--- src/rtl/uart_axil_pkg.sv ---
// rtl/uart_axil_pkg.sv - shared constants for the UART to AXI-Lite debug bridge
package uart_axil_pkg;

  localparam logic [7:0] OP_WRITE     = 8'h01;
  localparam logic [7:0] OP_READ      = 8'h02;
  localparam logic [7:0] RESP_OK_BASE = 8'hA0;
  localparam logic [7:0] RESP_BADCMD  = 8'hEE;

  localparam logic [2:0] ST_IDLE = 3'd0;
  localparam logic [2:0] ST_ADDR = 3'd1;
  localparam logic [2:0] ST_DATA = 3'd2;
  localparam logic [2:0] ST_AW_W = 3'd3;
  localparam logic [2:0] ST_B    = 3'd4;
  localparam logic [2:0] ST_AR   = 3'd5;
  localparam logic [2:0] ST_R    = 3'd6;
  localparam logic [2:0] ST_RESP = 3'd7;

  // Status byte reported to the host: fixed upper nibble, AXI response code below.
  function automatic logic [7:0] resp_status(input logic [1:0] resp);
    return RESP_OK_BASE | {6'b0, resp};
  endfunction

endpackage

--- src/rtl/uart_axil_resp_ser.sv ---
// rtl/uart_axil_resp_ser.sv - up to 5-byte response serializer feeding the UART tx stream
module uart_axil_resp_ser (
  input  logic        clk,
  input  logic        rst_n,
  input  logic        load_i,
  input  logic [39:0] data_i,
  input  logic [2:0]  len_i,
  output logic [7:0]  tdata_o,
  output logic        tvalid_o,
  input  logic        tready_i,
  output logic        done_o
);

  logic [39:0] sh_q, sh_d;
  logic [2:0]  len_q, len_d;

  // Front byte is always the top of the shift register, so tdata holds until accepted.
  assign tdata_o  = sh_q[39:32];
  assign tvalid_o = (len_q != 3'd0);

  // Load a new response or shift one byte out per accepted beat.
  always_comb begin
    sh_d   = sh_q;
    len_d  = len_q;
    done_o = 1'b0;
    if (load_i) begin
      sh_d  = data_i;
      len_d = len_i;
    end else if (tvalid_o && tready_i) begin
      sh_d   = {sh_q[31:0], 8'h00};
      len_d  = len_q - 3'd1;
      done_o = (len_q == 3'd1);
    end
  end

  // Shift register and remaining-length counter.
  always_ff @(posedge clk or negedge rst_n) begin
    if (!rst_n) begin
      sh_q  <= '0;
      len_q <= '0;
    end else begin
      sh_q  <= sh_d;
      len_q <= len_d;
    end
  end

endmodule

--- src/rtl/uart_axil_master.sv ---
// rtl/uart_axil_master.sv - UART byte-stream command decoder issuing single-beat AXI-Lite accesses
module uart_axil_master
  import uart_axil_pkg::*;
#(
  parameter int ADDR_WIDTH = 32,
  parameter int TIMEOUT    = 1000000
) (
  input  logic                  clk,
  input  logic                  rst_n,
  input  logic [7:0]            s_axis_tdata,
  input  logic                  s_axis_tvalid,
  output logic                  s_axis_tready,
  output logic [7:0]            m_axis_tdata,
  output logic                  m_axis_tvalid,
  input  logic                  m_axis_tready,
  output logic [ADDR_WIDTH-1:0] m_axil_awaddr,
  output logic                  m_axil_awvalid,
  input  logic                  m_axil_awready,
  output logic [31:0]           m_axil_wdata,
  output logic [3:0]            m_axil_wstrb,
  output logic                  m_axil_wvalid,
  input  logic                  m_axil_wready,
  input  logic [1:0]            m_axil_bresp,
  input  logic                  m_axil_bvalid,
  output logic                  m_axil_bready,
  output logic [ADDR_WIDTH-1:0] m_axil_araddr,
  output logic                  m_axil_arvalid,
  input  logic                  m_axil_arready,
  input  logic [31:0]           m_axil_rdata,
  input  logic [1:0]            m_axil_rresp,
  input  logic                  m_axil_rvalid,
  output logic                  m_axil_rready,
  output logic                  busy
);

  localparam int TMO_W = $clog2(TIMEOUT + 1);
  localparam logic [TMO_W-1:0] TMO_LAST = TMO_W'(TIMEOUT - 1);

  logic [2:0]            state_q, state_d;
  logic                  is_write_q, is_write_d;
  logic [1:0]            byte_cnt_q, byte_cnt_d;
  logic [ADDR_WIDTH-1:0] addr_q, addr_d;
  logic [31:0]           data_q, data_d;
  logic [TMO_W-1:0]      tmo_q, tmo_d;
  logic                  awvalid_q, awvalid_d;
  logic                  wvalid_q, wvalid_d;
  logic                  arvalid_q, arvalid_d;
  logic                  s_tready_q, s_tready_d;
  logic                  bready_q, bready_d;
  logic                  rready_q, rready_d;

  logic                  byte_acc;
  logic                  ser_load;
  logic [39:0]           ser_data;
  logic [2:0]            ser_len;
  logic                  ser_done;

  assign byte_acc       = s_axis_tvalid && s_tready_q;
  assign s_axis_tready  = s_tready_q;
  assign m_axil_awaddr  = addr_q;
  assign m_axil_araddr  = addr_q;
  assign m_axil_wdata   = data_q;
  assign m_axil_wstrb   = 4'hF;
  assign m_axil_awvalid = awvalid_q;
  assign m_axil_wvalid  = wvalid_q;
  assign m_axil_arvalid = arvalid_q;
  assign m_axil_bready  = bready_q;
  assign m_axil_rready  = rready_q;
  assign busy           = (state_q != ST_IDLE);

  uart_axil_resp_ser u_resp_ser (
    .clk      (clk),
    .rst_n    (rst_n),
    .load_i   (ser_load),
    .data_i   (ser_data),
    .len_i    (ser_len),
    .tdata_o  (m_axis_tdata),
    .tvalid_o (m_axis_tvalid),
    .tready_i (m_axis_tready),
    .done_o   (ser_done)
  );

  // Frame decode, AXI sequencing and inter-byte timeout.
  always_comb begin
    state_d    = state_q;
    is_write_d = is_write_q;
    byte_cnt_d = byte_cnt_q;
    addr_d     = addr_q;
    data_d     = data_q;
    tmo_d      = '0;
    awvalid_d  = awvalid_q;
    wvalid_d   = wvalid_q;
    arvalid_d  = arvalid_q;
    ser_load   = 1'b0;
    ser_data   = '0;
    ser_len    = 3'd0;
    case (state_q)
      ST_IDLE: begin
        if (byte_acc) begin
          if (s_axis_tdata == OP_WRITE || s_axis_tdata == OP_READ) begin
            is_write_d = (s_axis_tdata == OP_WRITE);
            byte_cnt_d = 2'd0;
            state_d    = ST_ADDR;
          end else begin
            ser_load = 1'b1;
            ser_data = {RESP_BADCMD, 32'h0};
            ser_len  = 3'd1;
            state_d  = ST_RESP;
          end
        end
      end
      ST_ADDR, ST_DATA: begin
        if (byte_acc) begin
          byte_cnt_d = byte_cnt_q + 2'd1;
          if (state_q == ST_ADDR) addr_d = ADDR_WIDTH'({addr_q, s_axis_tdata});
          else                    data_d = {data_q[23:0], s_axis_tdata};
          if (byte_cnt_q == 2'd3) begin
            if (state_q == ST_DATA) begin
              awvalid_d = 1'b1;
              wvalid_d  = 1'b1;
              state_d   = ST_AW_W;
            end else if (is_write_q) begin
              state_d = ST_DATA;
            end else begin
              arvalid_d = 1'b1;
              state_d   = ST_AR;
            end
          end
        end else if (tmo_q == TMO_LAST) begin
          // Host went quiet mid-frame: drop it silently.
          state_d = ST_IDLE;
        end else begin
          tmo_d = tmo_q + TMO_W'(1);
        end
      end
      ST_AW_W: begin
        if (awvalid_q && m_axil_awready) awvalid_d = 1'b0;
        if (wvalid_q && m_axil_wready)   wvalid_d  = 1'b0;
        // Leave as soon as both channels are done, including this cycle's handshakes.
        if ((!awvalid_q || m_axil_awready) && (!wvalid_q || m_axil_wready)) state_d = ST_B;
      end
      ST_B: begin
        if (m_axil_bvalid && bready_q) begin
          ser_load = 1'b1;
          ser_data = {resp_status(m_axil_bresp), 32'h0};
          ser_len  = 3'd1;
          state_d  = ST_RESP;
        end
      end
      ST_AR: begin
        if (m_axil_arready) begin
          arvalid_d = 1'b0;
          state_d   = ST_R;
        end
      end
      ST_R: begin
        if (m_axil_rvalid && rready_q) begin
          ser_load = 1'b1;
          ser_data = {resp_status(m_axil_rresp), m_axil_rdata};
          ser_len  = 3'd5;
          state_d  = ST_RESP;
        end
      end
      default: begin
        if (ser_done) state_d = ST_IDLE;
      end
    endcase
    s_tready_d = (state_d == ST_IDLE) || (state_d == ST_ADDR) || (state_d == ST_DATA);
    bready_d   = (state_d == ST_B);
    rready_d   = (state_d == ST_R);
  end

  // State and datapath registers; ready outputs are registered so they are low in reset.
  always_ff @(posedge clk or negedge rst_n) begin
    if (!rst_n) begin
      state_q    <= ST_IDLE;
      is_write_q <= 1'b0;
      byte_cnt_q <= '0;
      addr_q     <= '0;
      data_q     <= '0;
      tmo_q      <= '0;
      awvalid_q  <= 1'b0;
      wvalid_q   <= 1'b0;
      arvalid_q  <= 1'b0;
      s_tready_q <= 1'b0;
      bready_q   <= 1'b0;
      rready_q   <= 1'b0;
    end else begin
      state_q    <= state_d;
      is_write_q <= is_write_d;
      byte_cnt_q <= byte_cnt_d;
      addr_q     <= addr_d;
      data_q     <= data_d;
      tmo_q      <= tmo_d;
      awvalid_q  <= awvalid_d;
      wvalid_q   <= wvalid_d;
      arvalid_q  <= arvalid_d;
      s_tready_q <= s_tready_d;
      bready_q   <= bready_d;
      rready_q   <= rready_d;
    end
  end

endmodule
--- config.mk ---
export PLATFORM = sky130hd
export DESIGN_NAME = uart_axil_master
export DESIGN_NICKNAME = d
export VERILOG_FILES = /design/src/rtl/uart_axil_pkg.sv /design/src/rtl/uart_axil_resp_ser.sv /design/src/rtl/uart_axil_master.sv
export SDC_FILE = /design/constraint.sdc
export NUM_CORES = 1
export LEC_CHECK = 0
export BUFFER_PORTS_ARGS = -buffer_cell sky130_fd_sc_hd__buf_2
export CORE_ASPECT_RATIO = 1.5
export CORE_MARGIN = 2
export CORE_UTILIZATION = 50
export CTS_BUF_LIST = sky130_fd_sc_hd__clkbuf_2 sky130_fd_sc_hd__clkbuf_4 sky130_fd_sc_hd__clkbuf_8
export DETAILED_ROUTE_END_ITERATION = 7
export GPL_ROUTABILITY_DRIVEN = 0
export GPL_TIMING_DRIVEN = 1
export PLACE_DENSITY = 0.76
export SYNTH_ARGS = -nofsm -noshare
export SYNTH_HDL_FRONTEND = slang
export SYNTH_SLANG_ARGS = --single-unit
--- constraint.sdc ---
create_clock -name clk -period 2.72 [get_ports clk]
set_input_delay 0.544 -clock clk [delete_from_list [all_inputs] [get_ports clk]]
set_output_delay 0.544 -clock clk [all_outputs]
set_load 0.02 [all_outputs]
==> summary.txt, run 1 <==
Status
  – Status: finished clean

Timing
  – Setup TNS: 0 ps
  – Max frequency: 446 MHz
  – Clk_skew: 12.4 ps
  – Final Max Slew Viols: 0
  – Slew @ Worst Pin: 633 ps
  – Endpoints failing setup: 0
  – Fin crit share: 82.5%
  – Final hold violation count: 0
  – RSZ-0062 raised after global routing: false
  – Setup ws final: 477 ps
  – Slew Limit Headroom: 57.7%
  – Crit path time final: 2240 ps

Clocking
  – Clock Pin Slew Worst Setup and Hold Paths: 80 ps
  – CTS H-Tree Depth: 4
  – Setup Fix Bufs, Post-CTS: 0
  – CTS max path bufs: 2
  – CTS Root Cell: clkbuf_8
  – CTS tree: yes
  – Clock latency at the later pin of the worst-skew pair: 440 ps
  – Total CTS buffers: 17
  – Clk sinks: 139

Global route
  – GRT Util Overall: 21.7%
  – Grt met1 use: 25.9%
  – Met2 global-route usage: 36.9%
  – Initial antenna violation count: 0
  – Met3 Usage GRT: 5.72%
  – GRT overflow: 0
  – Global route hottest layer: met2
  – Vias in the first global route: 4701
  – Global-route wire length before repair: 23000 µm
  – Largest net degree at the start of global routing: 73

Setup path
  – Crit path kind: reg -> out
  – Crit path capture type: output pin
  – CP required: 2180 ps
  – Crit path max fanout: 12
  – Data arrival at the endpoint of the critical path: 1700 ps
  – CP Launch Type: register
  – Reg2Reg Depth: 5

Route
  – Via density: 5.44
  – DR iter-0 viols: 162
  – DRC: 0
  – Vias post-DR: 4605
  – Routed len/inst: 16.8 µm
  – Routed Antenna Nets: 0
  – Final WL: 14200 µm
  – First drt pass iteration count: 7

Floorplan
  – Die area: 13600 µm²
  – Placement row count: 50
  – Die height: 142 µm
  – Initial Utilization: 50.9%
  – # IOs: 169
  – Core ar.: 12400 µm²
  – Chip width: 96.0 µm

Synth
  – Sequential share of the synthesized area: 54.8%
  – Area share of fa/ha/maj cells after synthesis: 0.986%
  – Ranking of synthesized cells by area: dfrtp_1 (55%), mux2_2 (11%), buf_4 (5.3%), a2bb2oi_1 (3.5%), nand2_1 (3.0%)
  – Mapped Area: 6340 µm²
  – Post-synth EDFFs: 0
  – Most common cell in the synthesized netlist: dfrtp_1
  – XOR/XNOR Fraction of Synth Area: 2.76%
  – Synthesized flop and latch total: 139
  – Library cells used by synthesis: 53
  – Ys flop type: dfrtp_1
  – Multiplexer share of the synthesized area: 12.5%
  – Top cell type's share of synthesized area: 54.8%
  – Syn avg cell area: 11.5 µm²
  – Yosys warning total: 0
  – Mapped Cells: 552
  – Yosys top cell by area: dfrtp_1
  – Compound-gate portion of the synthesized area: 10.6%
  – Post-synth top cells: dfrtp_1 (139), mux2_2 (64), nand2_1 (50), buf_4 (45), o21ai_0 (36)
  – Largest family of logic cells by synthesized area: multiplexers
  – Asr flop ratio synth: 100%
  – Simple-gate share of the synthesized area: 10.6%

Layout
  – N_diodes: 0
  – Layout area overhead: 17.5%
  – Share of cells above drive strength 1: 40.5%
  – Fill count: 1012
  – Multi-input gate area: 2400 µm²
  – Final net count: 737
  – Reg area: 3480 µm²

Min path
  – Worst Hold Class: in -> reg
  – Worst hold path cell count: 2

Pwr
  – Pwr Density: 832 nW/µm²
  – VDD IR-drop max: 0.614 mV
  – Lkg Pwr: 0.00382 µW
  – Overall Power: 6200 µW

Placement
  – Dpl hpwl: 10200 µm
  – DP Worst Slack: 208 ps
  – Port buffer count: 164

Job
  – MaxCap Viol Count: 0
-- layout make-up --
type,count,area share (%)
clock buffer,17,3.14
clock inverter,14,2.15
inverter,11,0.554
multi-input combinational,336,32.2
sequential,139,46.7
tap,156,2.62
timing repair buffer,174,12.6
-- where the power goes --
part / switching [µW] / total, µW / internal [µW] / leakage [µW]
Clock: 837 / 1670 / 830 / 0.000192
Combinational: 999 / 1750 / 748 / 0.00180
Sequential: 314 / 2790 / 2470 / 0.00183
-- registers in the layout (all words and copies together), names as in the netlist, 2 cells and up --
name / cells
u_resp_ser.sh_q: 40
tmo_q: 20
state_q: 3
u_resp_ser.len_q: 3
m_axil_wdata: 32
byte_cnt_q: 2
m_axil_araddr: 32
-- final timing paths --
check	from	end	slack [ps]
worst min-delay path	m_axil_rdata[2]	u_resp_ser.sh_q[2]$_DFFE_PN0P_	320
worst max register to register	state_q[1]$_DFF_PN0_	tmo_q[4]$_DFF_PN0_	510
min in group asynchronous	rst_n	m_axil_wdata[31]$_DFFE_PN0P_	560
worst min register to register	tmo_q[0]$_DFF_PN0_	tmo_q[0]$_DFF_PN0_	500
max in group asynchronous	rst_n	tmo_q[4]$_DFF_PN0_	1420
worst max-delay path	state_q[0]$_DFF_PN0_	busy	480
-- cells in the final DEF, fill, tap and decap left out, types with 3 or more instances in the layout --
cell	netlist	routed
dfrtp_1	139	139
buf_2	10	163
nand4_1	5	5
nand3_1	10	10
a22o_1	9	9
clkbuf_8	0	17
xnor2_1	11	11
o21ai_0	36	36
inv_1	11	11
xor2_1	9	9
ha_1	5	5
a21oi_1	9	9
nor3_1	16	15
buf_12	0	3
clkinvlp_4	0	3
mux2_2	64	64
nand2_1	50	50
a2bb2oi_1	25	25
nand4b_1	3	3
mux2i_1	7	7
conb_1	1	4
inv_6	0	5
buf_4	45	6
nor2_1	35	33
-- cell families (layout without fill, tap and decap cells) --
| group | after synthesis | after routing |
|---|---|---|
| AO/OA/AOI/OAI | 96 | 96 |
| XOR/XNOR | 20 | 20 |
| adder cells (fa/ha/maj) | 5 | 5 |
| buffers and inverters | 80 | 216 |
| flip-flops | 139 | 139 |
| multiplexers | 71 | 71 |
| other | 1 | 4 |
| AND/OR/NAND/NOR | 140 | 140 |
-- stage by stage --
stage               instance area (µm²)  utilization (%)  hold WS [ps]  instances
CTS                                7450             59.8           296        847
detailed placement                 7050             56.6           477        815
floorplan                          6350                -           248        555
global placement                   7050             56.6           466        815
global route                       7450             59.8           310        847
finish                             7450             59.8           325        847
-- repair_timing --
item                                    in CTS  in global routing
endpoints found under the setup margin       0                  0
resized for setup                            0                  0
endpoints found under the hold margin       37                  0
hold buffers                                 1                  0
-- worst max-delay path: stages, from the launching register on --
cell	delay, ps
dfrtp_1	510
or3_2	560
buf_2	190
-- metal layers --
layer / routed length (µm) / vias up
li1: - / 2151
met1: 5430 / 2273
met2: 7610 / 145
met3: 761 / 36
met4: 417 / 0
met5: 0 / -
Power figures use the tool's default switching activity.
==> inputs of run 2 (changes only) <==
--- a/config.mk
+++ b/config.mk
@@ -8,12 +8,12 @@
 export BUFFER_PORTS_ARGS = -buffer_cell sky130_fd_sc_hd__buf_2
 export CORE_ASPECT_RATIO = 1.5
 export CORE_MARGIN = 2
-export CORE_UTILIZATION = 50
+export CORE_UTILIZATION = 49
 export CTS_BUF_LIST = sky130_fd_sc_hd__clkbuf_2 sky130_fd_sc_hd__clkbuf_4 sky130_fd_sc_hd__clkbuf_8
 export DETAILED_ROUTE_END_ITERATION = 7
 export GPL_ROUTABILITY_DRIVEN = 0
 export GPL_TIMING_DRIVEN = 1
-export PLACE_DENSITY = 0.76
+export PLACE_DENSITY = 0.78
 export SYNTH_ARGS = -nofsm -noshare
 export SYNTH_HDL_FRONTEND = slang
 export SYNTH_SLANG_ARGS = --single-unit
==> constraint.sdc (replaced) <==
create_clock -name clk -period 1.83 [get_ports clk]
set_input_delay 0.366 -clock clk [delete_from_list [all_inputs] [get_ports clk]]
set_output_delay 0.366 -clock clk [all_outputs]
set_load 0.02 [all_outputs]
==> run 2 against run 1 <==
The run now ends with negative setup slack left; first-iteration DRC count up 44%; sequential power up 48%; flip-flop and latch count unchanged; clock power up 56%; clock skew up 4.3 ps; routed wire length up 9.1%; largest cell class unchanged; largest power group unchanged.
==> summary.txt, run 2 (synthesis gave the netlist of run 1 again) <==
Layout
  – Share of cells above drive strength 1: 47.6%
  – Layout area overhead: 26.9%
  – Reg area: 3480 µm²
  – Cell area after layout: 8050 µm²
  – Most frequent cells in the layout: buf_2 (161), dfrtp_1 (138), mux2_2 (64)
  – Top reg by flops: u_resp_ser.sh_q
  – Fill count: 943
  – Max reg flops: 40
  – Multi-input gate area: 2510 µm²
  – Share of the core filled with cells: 64.0%
  – Commonest non-fill, non-tap cell in the layout: buf_2
  – Final net count: 787
  – Post-Layout Cell Count: 898
  – N_diodes: 0

Global route
  – Initial antenna violation count: 0
  – Vias in the first global route: 5073
  – GRT Util Overall: 22.4%
  – Largest net degree at the start of global routing: 55
  – Global-route wire length before repair: 24900 µm
  – GRT overflow: 0

Clocking
  – CTS Root Cell: clkbuf_8
  – Total CTS buffers: 17
  – Clock latency at the later pin of the worst-skew pair: 440 ps
  – CTS tree: yes
  – CTS max path bufs: 2
  – Clk sinks: 139
  – Clock Pin Slew Worst Setup and Hold Paths: 90 ps
  – CTS H-Tree Depth: 4

Timing
  – Fin crit share: 108%
  – RSZ-0062 raised after global routing: true
  – Final hold violation count: 0
  – Crit path time final: 1970 ps
  – Clk_skew: 16.7 ps
  – Setup ws final: -140 ps
  – Final Max Slew Viols: 0
  – Endpoints failing setup: 5
  – Max frequency: 508 MHz

Min path
  – Worst hold path cell count: 2
  – HP Start: m_axil_rdata[1]
  – Worst Hold Class: in -> reg
  – Worst hold endpoint: u_resp_ser.sh_q[1]$_DFFE_PN0P_

Route
  – Routed len/inst: 17.3 µm
  – First drt pass iteration count: 4
  – Routed Antenna Nets: 0
  – Vias post-DR: 4855
  – DRC: 0
  – Via density: 5.41
  – Final WL: 15500 µm
  – DR iter-0 viols: 234

Placement
  – Placed Cells: 858
  – Port buffer count: 164
  – Dpl hpwl: 11100 µm
  – Placed Instance Area: 7400 µm²

Setup path
  – CP Launch Type: register
  – Crit path max fanout: 4
  – Reg2Reg Setup Slack: -140 ps
  – CP required: 2180 ps
  – FF-to-FF End: s_axis_tready$_DFF_PN0_
  – Crit path capture type: register
  – Data arrival at the endpoint of the critical path: 2320 ps
  – Reg2reg start: tmo_q[12]$_DFF_PN0_
  – Crit path kind: reg -> reg
  – Reg2Reg Depth: 5

Floorplan
  – Chip width: 96.9 µm
  – Die height: 143 µm
  – Placement row count: 50
  – Die area: 13900 µm²
  – # IOs: 169
  – Initial Utilization: 50.4%
  – Core ar.: 12600 µm²

Status
  – Failing checks: negative setup slack
  – Status: finished with violations

Pwr
  – VDD IR-drop max: 0.951 mV
  – Pwr Density: 1240 nW/µm²
  – Lkg Pwr: 0.00412 µW

Job
  – MaxCap Viol Count: 0
run 2: worst max path at each step:
| stage | to | slack, ps | startpoint |
|---|---|---|---|
| finish | s_axis_tready$_DFF_PN0_ | -140 | tmo_q[12]$_DFF_PN0_ |
| global route | s_axis_tready$_DFF_PN0_ | -200 | tmo_q[12]$_DFF_PN0_ |
| CTS | s_axis_tready$_DFF_PN0_ | -110 | tmo_q[12]$_DFF_PN0_ |
| detailed placement | m_axil_rready$_DFF_PN0_ | -260 | s_axis_tdata[3] |
| global placement | u_resp_ser.sh_q[9]$_DFFE_PN0P_ | -170 | s_axis_tdata[3] |
| floorplan | state_q[0]$_DFF_PN0_ | -50 | tmo_q[10]$_DFF_PN0_ |
run 2: layout make-up:
cell class | count | share of cell area, %
clock buffer | 19 | 3.25
clock inverter | 13 | 1.94
inverter | 11 | 0.559
multi-input combinational | 336 | 31.2
sequential | 139 | 43.2
tap | 156 | 2.42
timing repair buffer | 224 | 17.4
run 2: metal layers:
metal / vias to the layer above / wire length [µm] / track usage, %
met5: - / 0 / 0
met4: 0 / 650 / 12.5
met3: 51 / 787 / 5.25
met2: 190 / 8410 / 39.9
met1: 2371 / 5670 / 24.7
li1: 2243 / - / -
run 2: through the flow:
stage	total power (µW)	setup slack, ps	hold WS, ps	setup TNS [ps]
final	10000	-140	139	-480
after global routing	10500	-197	128	-833
after CTS	9710	-108	121	-376
after detailed placement	7000	-263	321	-9010
after global placement	6860	-174	314	-6270
after floorplan	5940	-50.2	70.4	-102
run 2: repair_timing:
| item | in CTS | in global routing |
|---|---|---|
| gates resized for setup | 7 | 25 |
| hold buffers | 1 | 0 |
| pin swaps | 4 | 1 |
| hold endpoints to repair | 44 | 0 |
| setup buffers | 2 | 3 |
| endpoints found under the setup margin | 52 | 96 |
| gates cloned | 0 | 2 |
run 2: critical path: stages (launching register included):
cell	delay [ps]
dfrtp_1	380
or4_1	540
nor2_2	130
a41oi_2	160
a2111o_1	460
a31oi_1	220
run 2: power breakdown:
part | internal, µW | switching [µW] | leakage, µW
Clock | 1320 | 1280 | 0.000205
Combinational | 1520 | 1750 | 0.00208
Sequential | 3680 | 458 | 0.00183
Total | 6520 | 3490 | 0.00412
==> inputs of run 3 (changes only) <==
--- a/config.mk
+++ b/config.mk
@@ -7,7 +7,6 @@
 export LEC_CHECK = 0
 export BUFFER_PORTS_ARGS = -buffer_cell sky130_fd_sc_hd__buf_2
 export CORE_ASPECT_RATIO = 1.5
-export CORE_MARGIN = 2
 export CORE_UTILIZATION = 49
 export CTS_BUF_LIST = sky130_fd_sc_hd__clkbuf_2 sky130_fd_sc_hd__clkbuf_4 sky130_fd_sc_hd__clkbuf_8
 export DETAILED_ROUTE_END_ITERATION = 7
@@ -17,3 +16,4 @@
 export SYNTH_ARGS = -nofsm -noshare
 export SYNTH_HDL_FRONTEND = slang
 export SYNTH_SLANG_ARGS = --single-unit
+export TNS_END_PERCENT = 20
==> run 3 against run 2 <==
The run still ends with negative setup slack left; die area is 3.4% lower; clock skew is 1.5 ps higher; clock power hardly changed; final cell count is 0.89% lower; worst setup slack worse by 15 ps; non-clock buffer count is 8 lower; count of clock-buffer cells in the layout stayed put; critical path depth stayed put; hold slack better by 12 ps; core utilization is 1.3 points lower; global-route usage is 1.1 points higher; register-to-register slack hardly changed; critical path type unchanged; highest routed layer unchanged.
==> summary.txt, run 3 (synthesis gave the netlist of run 1 again) <==
Status
  – Status: finished with violations
  – Failing checks: negative setup slack

Pwr
  – Pwr Density: 1220 nW/µm²
  – Overall Power: 9650 µW
  – Lkg Pwr: 0.00405 µW
  – VDD IR-drop max: 0.875 mV

Floorplan
  – Initial Utilization: 50.4%
  – Die height: 141 µm
  – # IOs: 169
  – Placement row count: 50
  – Core ar.: 12600 µm²
  – Chip width: 94.9 µm
  – Die area: 13400 µm²

Setup path
  – CP required: 2180 ps
  – CP Launch Type: register
  – CP max stage delay: 540 ps
  – Data arrival at the endpoint of the critical path: 2330 ps
  – Critical path, cell by cell: or4_4, nor2_4, a41oi_4, a2111o_1, a31oi_1
  – Crit path max fanout: 3
  – Family with the most delay on the worst path: compound AO/OA/AOI/OAI gates
  – Buf/Inv on CP: 0
  – Crit path kind: reg -> reg
  – Crit-path slowest cell: or4_4
  – Crit path capture type: register

Job
  – MaxCap Viol Count: 0

Layout
  – N_diodes: 0
  – Max reg flops: 40
  – Layout area overhead: 24.5%
  – Post-Layout Cell Count: 890
  – Final net count: 779
  – Fill count: 999
  – Commonest non-fill, non-tap cell in the layout: buf_2
  – Top reg by flops: u_resp_ser.sh_q
  – Most frequent cells in the layout: buf_2 (163), dfrtp_1 (139), mux2_2 (64)
  – Multi-input gate area: 2470 µm²
  – Reg area: 3480 µm²
  – Share of cells above drive strength 1: 45.2%

Clocking
  – Clock Pin Slew Worst Setup and Hold Paths: 80 ps
  – CTS max path bufs: 2
  – Clock latency at the later pin of the worst-skew pair: 440 ps
  – CTS Root Cell: clkbuf_8
  – CTS tree: yes
  – Total CTS buffers: 17
  – Clk sinks: 139
  – CTS H-Tree Depth: 4

Timing
  – Max frequency: 504 MHz
  – Fin crit share: 108%
  – Fin Hold WS: 151 ps
  – Slew Limit Headroom: 62.7%
  – Endpoints failing setup: 8
  – Clk_skew: 18.1 ps
  – Setup ws final: -155 ps
  – Final Max Slew Viols: 0
  – Final hold violation count: 0
  – Slew @ Worst Pin: 554 ps
  – RSZ-0062 raised after global routing: true
  – Setup TNS: -577 ps
  – Crit path time final: 1980 ps

Placement
  – Placed Cells: 854
  – Dpl hpwl: 10700 µm
  – Port buffer count: 164

Route
  – DR iter-0 viols: 276
  – Vias post-DR: 4836
  – Routed Antenna Nets: 0
  – DRC: 0
  – Via density: 5.43
  – Routed len/inst: 16.7 µm
  – First drt pass iteration count: 4
  – Final WL: 14900 µm

Global route
  – GRT Util Overall: 23.6%
  – GRT overflow: 0
  – Largest net degree at the start of global routing: 55
  – Global-route wire length before repair: 24500 µm
  – Initial antenna violation count: 0
  – Vias in the first global route: 4970

Min path
  – Worst Hold Class: in -> reg
-- run 3: final timing paths --
check / startpoint / to / slack (ps) / cells after the start
worst max-delay path: tmo_q[10]$_DFF_PN0_ / s_axis_tready$_DFF_PN0_ / -150 / 5
worst min register to register: u_resp_ser.sh_q[3]$_DFFE_PN0P_ / u_resp_ser.sh_q[3]$_DFFE_PN0P_ / 510 / 1
worst min-delay path: m_axil_rdata[2] / u_resp_ser.sh_q[2]$_DFFE_PN0P_ / 150 / 2
min in group asynchronous: rst_n / m_axil_wdata[20]$_DFFE_PN0P_ / 410 / 2
max in group asynchronous: rst_n / state_q[1]$_DFF_PN0_ / 780 / 3
worst max register to register: tmo_q[10]$_DFF_PN0_ / s_axis_tready$_DFF_PN0_ / -150 / 5
-- run 3: worst reg2reg max path, stage by stage (launching register included) --
cell and delay, ps:
dfrtp_1 400, or4_4 540, nor2_4 140, a41oi_4 150, a2111o_1 480, a31oi_1 200
-- run 3: repair_timing --
item	in CTS	in global routing
setup buffers	2	1
hold buffers	1	0
gates resized for setup	5	8
pin swaps	3	6
endpoints found under the setup margin	28	58
hold endpoints to repair	44	0
-- run 3: routing by layer --
metal	wire, µm	track usage, %
met5	0	0
met4	496	10.0
met3	687	5.52
met2	8160	41.5
met1	5520	26.8
-- run 3: per-stage QoR --
stage / area (µm²) / setup slack (ps) / util (%)
floorplan: 6370 / -50.7 / -
global placement: 7370 / -263 / 58.6
detailed placement: 7370 / -379 / 58.6
CTS: 7840 / -71.2 / 62.3
global route: 7890 / -179 / 62.8
finish: 7890 / -155 / 62.8
-- run 3: cell type report --
class                   instances  area share (%)
clock inverters                13            1.97
multi-input cells             336            31.3
repair buffers                216            16.3
clock buffers                  19            3.31
inverters                      11           0.523
well taps                     156            2.47
flip-flops and latches        139            44.1
-- run 3: power breakdown --
group / total, µW / internal, µW / switching [µW]
logic: 2930 / 1290 / 1640
clock network: 2590 / 1320 / 1270
registers: 4120 / 3680 / 447
